## src/rtl/alu_defs_pkg.sv

```systemverilog
// Shared ALU definitions: op codes, MIPS opcode/funct encodings, decoded control struct.
// Pure definitions; no logic, no latency.
// No flow control; consumed by the decoder and the ID/EX stage.
package alu_defs_pkg;

  // ALU op codes seen by the EX-side ALU
  localparam logic [3:0] ALU_ADD = 4'b0000;
  localparam logic [3:0] ALU_SUB = 4'b0001;
  localparam logic [3:0] ALU_AND = 4'b0010;
  localparam logic [3:0] ALU_OR  = 4'b0011;
  localparam logic [3:0] ALU_SLL = 4'b0100;
  localparam logic [3:0] ALU_SRL = 4'b0101;
  localparam logic [3:0] ALU_SRA = 4'b0110;
  localparam logic [3:0] ALU_NOR = 4'b0111;
  localparam logic [3:0] ALU_SLT = 4'b1000;

  // Primary opcodes (instr[31:26])
  localparam logic [5:0] OPC_RTYPE = 6'h00;
  localparam logic [5:0] OPC_BEQ   = 6'h04;
  localparam logic [5:0] OPC_ADDI  = 6'h08;
  localparam logic [5:0] OPC_ADDIU = 6'h09;
  localparam logic [5:0] OPC_SLTI  = 6'h0A;
  localparam logic [5:0] OPC_ANDI  = 6'h0C;
  localparam logic [5:0] OPC_ORI   = 6'h0D;
  localparam logic [5:0] OPC_LW    = 6'h23;
  localparam logic [5:0] OPC_SW    = 6'h2B;

  // R-type function codes (instr[5:0])
  localparam logic [5:0] FN_SLL  = 6'h00;
  localparam logic [5:0] FN_SRL  = 6'h02;
  localparam logic [5:0] FN_SRA  = 6'h03;
  localparam logic [5:0] FN_ADD  = 6'h20;
  localparam logic [5:0] FN_ADDU = 6'h21;
  localparam logic [5:0] FN_SUB  = 6'h22;
  localparam logic [5:0] FN_SUBU = 6'h23;
  localparam logic [5:0] FN_AND  = 6'h24;
  localparam logic [5:0] FN_OR   = 6'h25;
  localparam logic [5:0] FN_NOR  = 6'h27;
  localparam logic [5:0] FN_SLT  = 6'h2A;

  // Decoded control for one instruction.
  //   sel_shift : in1 takes rt instead of rs (shift source lives in rt)
  //   sel_imm   : in2 takes the extended immediate instead of rt
  //   imm_zext  : logical immediates are zero-extended, others sign-extended
  //   dst_rd    : destination is rd (R-type) rather than rt (I-type)
  typedef struct packed {
    logic [3:0] op;
    logic [4:0] shamt;
    logic       sel_shift;
    logic       sel_imm;
    logic       imm_zext;
    logic       dst_rd;
    logic       reg_write;
    logic       mem_read;
    logic       mem_write;
    logic       branch;
    logic       illegal;
  } alu_ctrl_t;

  // Illegal-instruction marker: every other field cleared so nothing leaks
  // into EX from an undecodable word.
  function automatic alu_ctrl_t ctrl_illegal();
    alu_ctrl_t c;
    c         = '0;
    c.illegal = 1'b1;
    return c;
  endfunction

endpackage

```

## src/rtl/alu_op_decode.sv

```systemverilog
// Combinational MIPS instruction-field decoder producing ALU control and destination index.
// Latency: zero (pure combinational).
// No flow control; output follows the input fields every cycle.
module alu_op_decode
  import alu_defs_pkg::*;
(
  input  logic [5:0] i_opcode,
  input  logic [4:0] i_rt,
  input  logic [4:0] i_rd,
  input  logic [4:0] i_shamt,
  input  logic [5:0] i_funct,
  output alu_ctrl_t  o_ctrl,
  output logic [4:0] o_dst
);

  alu_ctrl_t  w_ctrl;
  logic [4:0] w_dst;

  // Decode opcode/funct into control, then suppress writes to $zero
  always_comb begin
    w_ctrl = '0;
    w_dst  = '0;
    case (i_opcode)
      OPC_RTYPE: begin
        w_ctrl.dst_rd    = 1'b1;
        w_ctrl.reg_write = 1'b1;
        case (i_funct)
          FN_ADD, FN_ADDU: w_ctrl.op = ALU_ADD;
          FN_SUB, FN_SUBU: w_ctrl.op = ALU_SUB;
          FN_AND:          w_ctrl.op = ALU_AND;
          FN_OR:           w_ctrl.op = ALU_OR;
          FN_NOR:          w_ctrl.op = ALU_NOR;
          FN_SLT:          w_ctrl.op = ALU_SLT;
          FN_SLL: begin
            w_ctrl.op        = ALU_SLL;
            w_ctrl.sel_shift = 1'b1;
            w_ctrl.shamt     = i_shamt;
          end
          FN_SRL: begin
            w_ctrl.op        = ALU_SRL;
            w_ctrl.sel_shift = 1'b1;
            w_ctrl.shamt     = i_shamt;
          end
          FN_SRA: begin
            w_ctrl.op        = ALU_SRA;
            w_ctrl.sel_shift = 1'b1;
            w_ctrl.shamt     = i_shamt;
          end
          default: w_ctrl.illegal = 1'b1;
        endcase
      end
      OPC_ADDI, OPC_ADDIU: begin
        w_ctrl.op        = ALU_ADD;
        w_ctrl.sel_imm   = 1'b1;
        w_ctrl.reg_write = 1'b1;
      end
      OPC_SLTI: begin
        w_ctrl.op        = ALU_SLT;
        w_ctrl.sel_imm   = 1'b1;
        w_ctrl.reg_write = 1'b1;
      end
      OPC_ANDI: begin
        w_ctrl.op        = ALU_AND;
        w_ctrl.sel_imm   = 1'b1;
        w_ctrl.imm_zext  = 1'b1;
        w_ctrl.reg_write = 1'b1;
      end
      OPC_ORI: begin
        w_ctrl.op        = ALU_OR;
        w_ctrl.sel_imm   = 1'b1;
        w_ctrl.imm_zext  = 1'b1;
        w_ctrl.reg_write = 1'b1;
      end
      OPC_LW: begin
        w_ctrl.op        = ALU_ADD;
        w_ctrl.sel_imm   = 1'b1;
        w_ctrl.reg_write = 1'b1;
        w_ctrl.mem_read  = 1'b1;
      end
      OPC_SW: begin
        w_ctrl.op        = ALU_ADD;
        w_ctrl.sel_imm   = 1'b1;
        w_ctrl.mem_write = 1'b1;
      end
      OPC_BEQ: begin
        // EX resolves the branch by subtracting rt from rs
        w_ctrl.op     = ALU_SUB;
        w_ctrl.branch = 1'b1;
      end
      default: w_ctrl.illegal = 1'b1;
    endcase

    if (w_ctrl.illegal) begin
      w_ctrl = ctrl_illegal();
    end

    w_dst = w_ctrl.dst_rd ? i_rd : i_rt;

    // $zero is hardwired; a write to it is dropped here rather than in WB
    if (w_dst == 5'd0) begin
      w_ctrl.reg_write = 1'b0;
    end
  end

  assign o_ctrl = w_ctrl;
  assign o_dst  = w_dst;

endmodule

```

## src/rtl/alu_issue_stage.sv

```systemverilog
// ID/EX stage: decodes the ID instruction, muxes/extends ALU operands and registers them for EX.
// Latency: 1 cycle ID -> EX outputs.
// Backpressure: stall holds the ID/EX register (id_ready = ~stall); flush inserts a bubble and beats stall.
module alu_issue_stage
  import alu_defs_pkg::*;
#(
  parameter int DATA_W = 32,
  parameter int REG_AW = 5
) (
  input  logic              clk,
  input  logic              rst,
  input  logic              id_valid,
  input  logic [31:0]       id_instr,
  input  logic [DATA_W-1:0] id_rs_data,
  input  logic [DATA_W-1:0] id_rt_data,
  input  logic              stall,
  input  logic              flush,
  output logic              id_ready,
  output logic              ex_valid,
  output logic [3:0]        ex_op,
  output logic [4:0]        ex_shamt,
  output logic [DATA_W-1:0] ex_in1,
  output logic [DATA_W-1:0] ex_in2,
  output logic [DATA_W-1:0] ex_rt_data,
  output logic [REG_AW-1:0] ex_dst,
  output logic              ex_reg_write,
  output logic              ex_mem_read,
  output logic              ex_mem_write,
  output logic              ex_branch,
  output logic              ex_illegal
);

  alu_ctrl_t         w_ctrl;
  logic [4:0]        w_dst5;
  logic [15:0]       w_imm;
  logic [DATA_W-1:0] w_imm_ext;
  logic [DATA_W-1:0] w_in1;
  logic [DATA_W-1:0] w_in2;
  logic              w_load_ok;
  logic              w_unused_rs_idx;

  // Load-side next values (bubble unless a legal, valid instruction is in ID)
  logic              w_ld_valid;
  logic [3:0]        w_ld_op;
  logic [4:0]        w_ld_shamt;
  logic [DATA_W-1:0] w_ld_in1;
  logic [DATA_W-1:0] w_ld_in2;
  logic [DATA_W-1:0] w_ld_rt_data;
  logic [REG_AW-1:0] w_ld_dst;
  logic              w_ld_reg_write;
  logic              w_ld_mem_read;
  logic              w_ld_mem_write;
  logic              w_ld_branch;
  logic              w_ld_illegal;

  logic              r_valid;
  logic [3:0]        r_op;
  logic [4:0]        r_shamt;
  logic [DATA_W-1:0] r_in1;
  logic [DATA_W-1:0] r_in2;
  logic [DATA_W-1:0] r_rt_data;
  logic [REG_AW-1:0] r_dst;
  logic              r_reg_write;
  logic              r_mem_read;
  logic              r_mem_write;
  logic              r_branch;
  logic              r_illegal;

  // rs arrives as already-forwarded data, so its index field is not needed here
  assign w_unused_rs_idx = ^id_instr[25:21];

  alu_op_decode u_decode (
    .i_opcode (id_instr[31:26]),
    .i_rt     (id_instr[20:16]),
    .i_rd     (id_instr[15:11]),
    .i_shamt  (id_instr[10:6]),
    .i_funct  (id_instr[5:0]),
    .o_ctrl   (w_ctrl),
    .o_dst    (w_dst5)
  );

  assign w_imm     = id_instr[15:0];
  assign w_imm_ext = w_ctrl.imm_zext ? {{(DATA_W-16){1'b0}}, w_imm}
                                     : {{(DATA_W-16){w_imm[15]}}, w_imm};

  // Shifts take their source from rt on both ALU inputs; otherwise rs feeds in1
  assign w_in1 = w_ctrl.sel_shift ? id_rt_data : id_rs_data;
  assign w_in2 = w_ctrl.sel_imm   ? w_imm_ext  : id_rt_data;

  assign w_load_ok = id_valid & ~w_ctrl.illegal;

  // Build the value the register takes on a normal load cycle
  always_comb begin
    w_ld_valid     = 1'b0;
    w_ld_op        = ALU_ADD;
    w_ld_shamt     = '0;
    w_ld_in1       = '0;
    w_ld_in2       = '0;
    w_ld_rt_data   = '0;
    w_ld_dst       = '0;
    w_ld_reg_write = 1'b0;
    w_ld_mem_read  = 1'b0;
    w_ld_mem_write = 1'b0;
    w_ld_branch    = 1'b0;
    w_ld_illegal   = id_valid & w_ctrl.illegal;
    if (w_load_ok) begin
      w_ld_valid     = 1'b1;
      w_ld_op        = w_ctrl.op;
      w_ld_shamt     = w_ctrl.shamt;
      w_ld_in1       = w_in1;
      w_ld_in2       = w_in2;
      w_ld_rt_data   = id_rt_data;
      w_ld_dst       = REG_AW'(w_dst5);
      w_ld_reg_write = w_ctrl.reg_write;
      w_ld_mem_read  = w_ctrl.mem_read;
      w_ld_mem_write = w_ctrl.mem_write;
      w_ld_branch    = w_ctrl.branch;
    end
  end

  // ID/EX register: reset and flush both clear, stall holds (illegal pulse drops), else load
  always_ff @(posedge clk) begin
    if (rst || flush) begin
      r_valid     <= 1'b0;
      r_op        <= ALU_ADD;
      r_shamt     <= '0;
      r_in1       <= '0;
      r_in2       <= '0;
      r_rt_data   <= '0;
      r_dst       <= '0;
      r_reg_write <= 1'b0;
      r_mem_read  <= 1'b0;
      r_mem_write <= 1'b0;
      r_branch    <= 1'b0;
      r_illegal   <= 1'b0;
    end else if (stall) begin
      r_illegal   <= 1'b0;
    end else begin
      r_valid     <= w_ld_valid;
      r_op        <= w_ld_op;
      r_shamt     <= w_ld_shamt;
      r_in1       <= w_ld_in1;
      r_in2       <= w_ld_in2;
      r_rt_data   <= w_ld_rt_data;
      r_dst       <= w_ld_dst;
      r_reg_write <= w_ld_reg_write;
      r_mem_read  <= w_ld_mem_read;
      r_mem_write <= w_ld_mem_write;
      r_branch    <= w_ld_branch;
      r_illegal   <= w_ld_illegal;
    end
  end

  assign id_ready     = ~stall;
  assign ex_valid     = r_valid;
  assign ex_op        = r_op;
  assign ex_shamt     = r_shamt;
  assign ex_in1       = r_in1;
  assign ex_in2       = r_in2;
  assign ex_rt_data   = r_rt_data;
  assign ex_dst       = r_dst;
  assign ex_reg_write = r_reg_write;
  assign ex_mem_read  = r_mem_read;
  assign ex_mem_write = r_mem_write;
  assign ex_branch    = r_branch;
  assign ex_illegal   = r_illegal;

endmodule

```

## config.mk

```make
export PLATFORM = sky130hd
export DESIGN_NAME = alu_issue_stage
export DESIGN_NICKNAME = d
export VERILOG_FILES = /design/src/rtl/alu_defs_pkg.sv /design/src/rtl/alu_op_decode.sv /design/src/rtl/alu_issue_stage.sv
export SDC_FILE = /design/constraint.sdc
export NUM_CORES = 1
export LEC_CHECK = 0
export CAP_MARGIN = 20
export CORE_MARGIN = 2
export CORE_UTILIZATION = 38
export DETAILED_ROUTE_END_ITERATION = 16
export GPL_ROUTABILITY_DRIVEN = 0
export PLACE_DENSITY = 0.77
export REMOVE_ABC_BUFFERS = 1
export SLEW_MARGIN = 20
export SYNTH_ARGS = -nofsm -noshare
export SYNTH_HDL_FRONTEND = slang
export SYNTH_SLANG_ARGS = --single-unit
```

## constraint.sdc

```tcl
create_clock -name clk -period 2.3 [get_ports clk]
set_input_delay 0.69 -clock clk [delete_from_list [all_inputs] [get_ports clk]]
set_output_delay 0.69 -clock clk [all_outputs]
set_load 0.02 [all_outputs]
```

# == Yosys cells after proc, flatten, opt, wreduce, memory -nomap -nowiden ==
# Cells that the tools add are included.
# classes
eq_ne,18
n_mux,30
bitwise,4
reduce_logical,12
# op_table
op,count
$mux W32,6
$eq A6 B6 Y1 const B,10
$pmux W4 S8,1
$eq A6 B4 Y1 const B,5
$pmux W4 S5,1
$mux W18,1
$mux W5,3
$mux W1,14
$reduce_or A7 Y1,2
$eq A6 B2 Y1 const B,2
$logic_not A6 Y1,2
$mux W6,2
$reduce_or A11 Y1,1
$reduce_or A8 Y1,1
$eq A6 B3 Y1 const B,1
$reduce_or A2 Y1,3
$logic_not A5 Y1,1
$mux W4,1
$reduce_or A3 Y1,1
$and A1 B1 Y1,2
$not A1 Y1,2
$pmux W1 S2,1
$logic_or A1 B1 Y1,1
# totals
register_bits,116
output_inout_bits,117

# == Longest topological paths before layout ==
# Gate-level depths: netlist of the first run.
# logic_depth
ltp_word,9
ltp_mapped,9

# == Modules after synthesis ==
# Synthesis of the first run repeated with hierarchy kept, for this count alone.
# unflattened
hier_cells,540
area_unflattened_um2,5124.9
# by_module_without_submodules
module,n_inst,cells_each,area_each_um2,seq_area_each_um2
alu_issue_stage,1,465,4609.4,2322.2
alu_op_decode,1,75,515.5,0.0

# == Worst setup path before layout of the first run ==
# OpenSTA, ideal clock, no wires.
# synth_timing
path_type,input-to-reg
from,input id_instr[2]
to,register r_reg_write (netlist: ex_reg_write)
arrival_ns,2.246
required_ns,2.197
path_slack_ns,-0.050
cell_stages,7
path_buffers,1
path_cell_list,buf_2 -> a21oi_1 -> a31oi_1 -> a211o_2 -> a21oi_4 -> mux2_1 -> a2111oi_2
# synth_via
elab_chain_len,9
elab_cells_between_ends,21
classes_between,10 x eq/ne; 6 x mux; 2 x bitwise; 3 x reduce/logical
# synth_lines
item,line_no,source
from (decl),alu_issue_stage.sv:13,"input logic [31:0] id_instr,"
$eq A6 B6 Y1 (tied with other cells),alu_op_decode.sv:27,case (i_funct)
$reduce_or A11 Y1 (no line) *,n/a,
$mux W1 *,alu_op_decode.sv:27,
$pmux W1 S2 *,alu_op_decode.sv:23,case (i_opcode)
$mux W18 *,alu_op_decode.sv:93,if (w_ctrl.illegal) begin
$mux W5,alu_op_decode.sv:97,w_dst = w_ctrl.dst_rd ? i_rd : i_rt;
$logic_not A5 Y1,alu_op_decode.sv:100,if (w_dst == 5'd0) begin
$mux W1,alu_op_decode.sv:100,
$mux W1 *,alu_issue_stage.sv:106,if (w_load_ok) begin
to (signal assigned),alu_issue_stage.sv:146,r_reg_write <= w_ld_reg_write;
to (decl),alu_issue_stage.sv:63,logic r_reg_write;
# Every way passes the cells marked *; elsewhere a longest branch is shown, timed or not.
# A chain may end at the register's enable or synchronous reset.

# == Worst setup path in the final report of the first run ==
# layout_timing
from,input id_instr[30]
to,register r_in1[30] (netlist: ex_in1[30])
# layout_via
elab_chain_len,7
elab_cells_between_ends,17
classes_between,8 x eq/ne; 5 x mux; 2 x bitwise; 2 x reduce/logical
# layout_lines
item,line_no,source
$eq A6 B4 Y1 (tied with other cells),alu_op_decode.sv:23,
$reduce_or A8 Y1 (no line),n/a,
$pmux W1 S2,alu_op_decode.sv:23,
$mux W18 *,alu_op_decode.sv:93,
$not A1 Y1,alu_issue_stage.sv:90,assign w_load_ok = id_valid & ~w_ctrl.illegal;
$and A1 B1 Y1,alu_issue_stage.sv:90,
$mux W32 *,alu_issue_stage.sv:106,
to (signal assigned),alu_issue_stage.sv:142,r_in1 <= w_ld_in1;
to (decl),alu_issue_stage.sv:59,logic [DATA_W-1:0] r_in1;
# Marks and branches as above.

==> flow_metrics.env, run 1 <==
export IMPL_status="complete, no violations"
export IMPL_synthArstFlopShare_pct=0
export IMPL_drive_above_1_share_pct=18.4
export IMPL_holdCritPathClass="flop to flop"
export IMPL_peakVddDrop_mv=0.391
export IMPL_power_w=0.00508
export IMPL_fin_crit_sh_pct=97.6
export IMPL_diodes=0
export IMPL_dpl_cell_area_sq_um=7480
export IMPL_io_pins=218
export IMPL_p_per_area_nw_per_um2=620
export IMPL_yosysTopAreaCell="dfxtp_1"
export IMPL_grt_max_degree=55
export IMPL_clkTransAtPathRegs_ps=50
export IMPL_via_per_inst=5.00
export IMPL_min_period_ps=2240
export IMPL_start_util_pct=38.7
export IMPL_slew_limit_headroom_pct=68.4
export IMPL_dr_pass1_iters=4
export IMPL_ant_nets=0
export IMPL_crit_type="input pin to flop"
export IMPL_wirelength_mm=15.2
export IMPL_clk_path_buf_depth=2
export IMPL_reg2reg_slack_ps=1240
export IMPL_vias=4641
export IMPL_layout_commonest_cell="clkdlybuf4s50_1"
export IMPL_leakagePower_nw=3.02
export IMPL_ys_seq_area_share_pct=47.8
export IMPL_rsz0062_at_grt="false"
export IMPL_antenna_found_initial=0
export IMPL_reg2reg_from="ex_reg_write$_SDFFE_PP0N_"
export IMPL_crit_required_ps=2600
export IMPL_cap_violations=0
export IMPL_hold_path_end="ex_in2[26]$_SDFFE_PP0N_"
export IMPL_die_w_microns=117
export IMPL_synthCells=494
export IMPL_finalHoldViolCount=0
export IMPL_tightest_slew_ps=462
export IMPL_initialDrtViolationCount=329
export IMPL_synthTopCellsByArea="dfxtp_1 (48%), mux2i_1 (11%), nand2_1 (6.4%)"
export IMPL_cts_tree="done"
export IMPL_htree_levels=4
export IMPL_post_route_drc_count=0
export IMPL_synth_edf_count=0
export IMPL_grt_pass1_vias=4687
export IMPL_die_y_microns=117
export IMPL_track_usage_pct=21.7
export IMPL_maxSlewViolCount=0
export IMPL_timing_rr_end="ex_reg_write$_SDFFE_PP0N_"
export IMPL_synth_flop_cell="dfxtp_1"
export IMPL_cp_max_fo=10
export IMPL_holdPathStages=2
export IMPL_fmax_ghz=0.445
export IMPL_numCtsBuffers=17
export IMPL_pre_cts_slack_ps=-495
export IMPL_fillers=1007
export IMPL_synth_avg_cell_area_sq_um=9.83
export IMPL_netlist_area_sq_um=4860
export IMPL_hpwlAfterDp_mm=10.9
export IMPL_ys_seq_elements=116
export IMPL_ys_types=52
export IMPL_mostFrequentLayoutCells="clkdlybuf4s50_1 (201), dfxtp_1 (116), nand2_1 (82)"
export IMPL_wl_per_cell_microns=16.4
export IMPL_cp_end_kind="flop"
export IMPL_cts_sinks=116
export IMPL_finalInstanceArea_sq_um=8200
export IMPL_clock_root_buffer="clkbuf_16"
export IMPL_skew_ps=0
export IMPL_worstHoldStart="ex_in2[26]$_SDFFE_PP0N_"
export IMPL_die_area_sq_um=13700
export IMPL_yosys_warnings=0
export IMPL_cp_data_arrival_time_ps=2550
export IMPL_r2r_cells=4
export IMPL_nets=845
export IMPL_setup_ws_ps=55.1
export IMPL_clk_latency_ps=410
export IMPL_syn_to_final_growth_pct=68.7
export IMPL_rows=41
export IMPL_setup_viol=0
export IMPL_critPathLaunchType="input pin"
export IMPL_synth_top_area_share_pct=47.8
export IMPL_grt_first_pass_wirelength_mm=22.9
export IMPL_core_sq_um=12600
export IMPL_io_buffers=212
export IMPL_grt_ovfl_total=0
-- per-layer routing --
metal	vias up	GRT usage [%]	wire, microns
met5	-	0	0
met4	0	7.84	184
met3	18	7.26	1180
met2	167	38.0	7680
met1	2199	24.6	6150
li1	2257	-	-
-- where the power goes --
| group | switching, W | internal [W] | leakage (nW) | total [W] |
|---|---|---|---|---|
| Combinational | 0.000211 | 0.000269 | 1.80 | 0.000480 |
| Clock | 0.000902 | 0.00168 | 0.284 | 0.00258 |
| Sequential | 0.00000405 | 0.00202 | 0.934 | 0.00202 |
| Total | 0.00112 | 0.00397 | 3.02 | 0.00508 |
-- how the worst max path moves through the flow --
| stage | startpoint | end |
|---|---|---|
| 5_1_grt | id_instr[30] | ex_reg_write$_SDFFE_PP0N_ |
| 3_3_place_gp | id_instr[0] | ex_reg_write$_SDFFE_PP0N_ |
| 6_report | id_instr[30] | ex_in1[30]$_SDFFE_PP0N_ |
| 2_1_floorplan | flush | ex_rt_data[0]$_SDFFE_PP0N_ |
| 4_1_cts | id_instr[31] | ex_in2[25]$_SDFFE_PP0N_ |
| 3_5_place_dp | id_instr[0] | ex_reg_write$_SDFFE_PP0N_ |
-- worst max-delay path, cell delays in order --
cell             delay [ps]
clkdlybuf4s50_1         460
nor3_4                  280
nand3_4                 140
nor4_4                  300
buf_6                   190
buf_12                  180
mux2i_1                 240
o21ai_2                  70
-- cells by family (layout without fill, tap and decap cells) --
| logic type | after synthesis | after routing | share of synthesized area, % |
|---|---|---|---|
| compound gates | 140 | 140 | 21.6 |
| xor+xnor | 1 | 1 | 0.180 |
| buf+inv | 42 | 305 | 5.74 |
| flops | 116 | 116 | 47.8 |
| mux | 55 | 55 | 11.4 |
| simple gates | 140 | 140 | 13.3 |
-- cell usage after synthesis, drive strengths merged (2+ instances only) --
master	instances
nor2	30
nand2b	4
clkbuf	13
nand2	83
a31oi	3
o21ai	78
or4	2
a21oi	6
nor2b	4
nor3	4
a32o	5
mux2i	54
buf	25
nand3	5
a21boi	2
inv	4
a22o	32
o31ai	2
nand4	2
dfxtp	116
or2	3
a211oi	3
a2111oi	2
-- state kept, by name, indices dropped and copies added (netlist names) --
register      flops
ex_in1           32
ex_in2           32
ex_rt_data       32
ex_dst            5
ex_shamt          5
ex_op             4
ex_branch         1
ex_illegal        1
ex_mem_read       1
ex_mem_write      1
ex_reg_write      1
ex_valid          1
-- cell type report --
class	count	area, sq um	share of cell area [%]
Clock inverter	8	100	1.22
Timing Repair Buffer	269	2740	33.5
Sequential cell	116	2320	28.3
Inverter	4	15.0	0.183
Tap cell	172	215	2.63
Multi-Input combinational cell	336	2320	28.3
Clock buffer	24	482	5.88
-- repair_timing --
item,CTS,global route
hold buffers,0,0
cloned,0,2
endpoints found under the setup margin,33,106
gates resized for setup,6,19
setup buffers,0,2
pin swaps,0,1
-- stage by stage --
stage	utilization, %	setup TNS [ps]	hold slack, ps	cells
after global placement	59.5	-39120	433	893
final	65.2	0	444	929
after floorplan	-	-281860	523	456
after CTS	64.1	0	447	925
after detailed placement	59.5	-46070	440	893
after global routing	65.2	0	469	929
Note: power is estimated with default switching activity, not from simulation.
==> run 2, diff against run 1 <==
CTS_CLUSTER_DIAMETER = 100   (was unset)
==> results of run 2 <==
No change in the layout: final DEF, timing and power equal those of run 1.
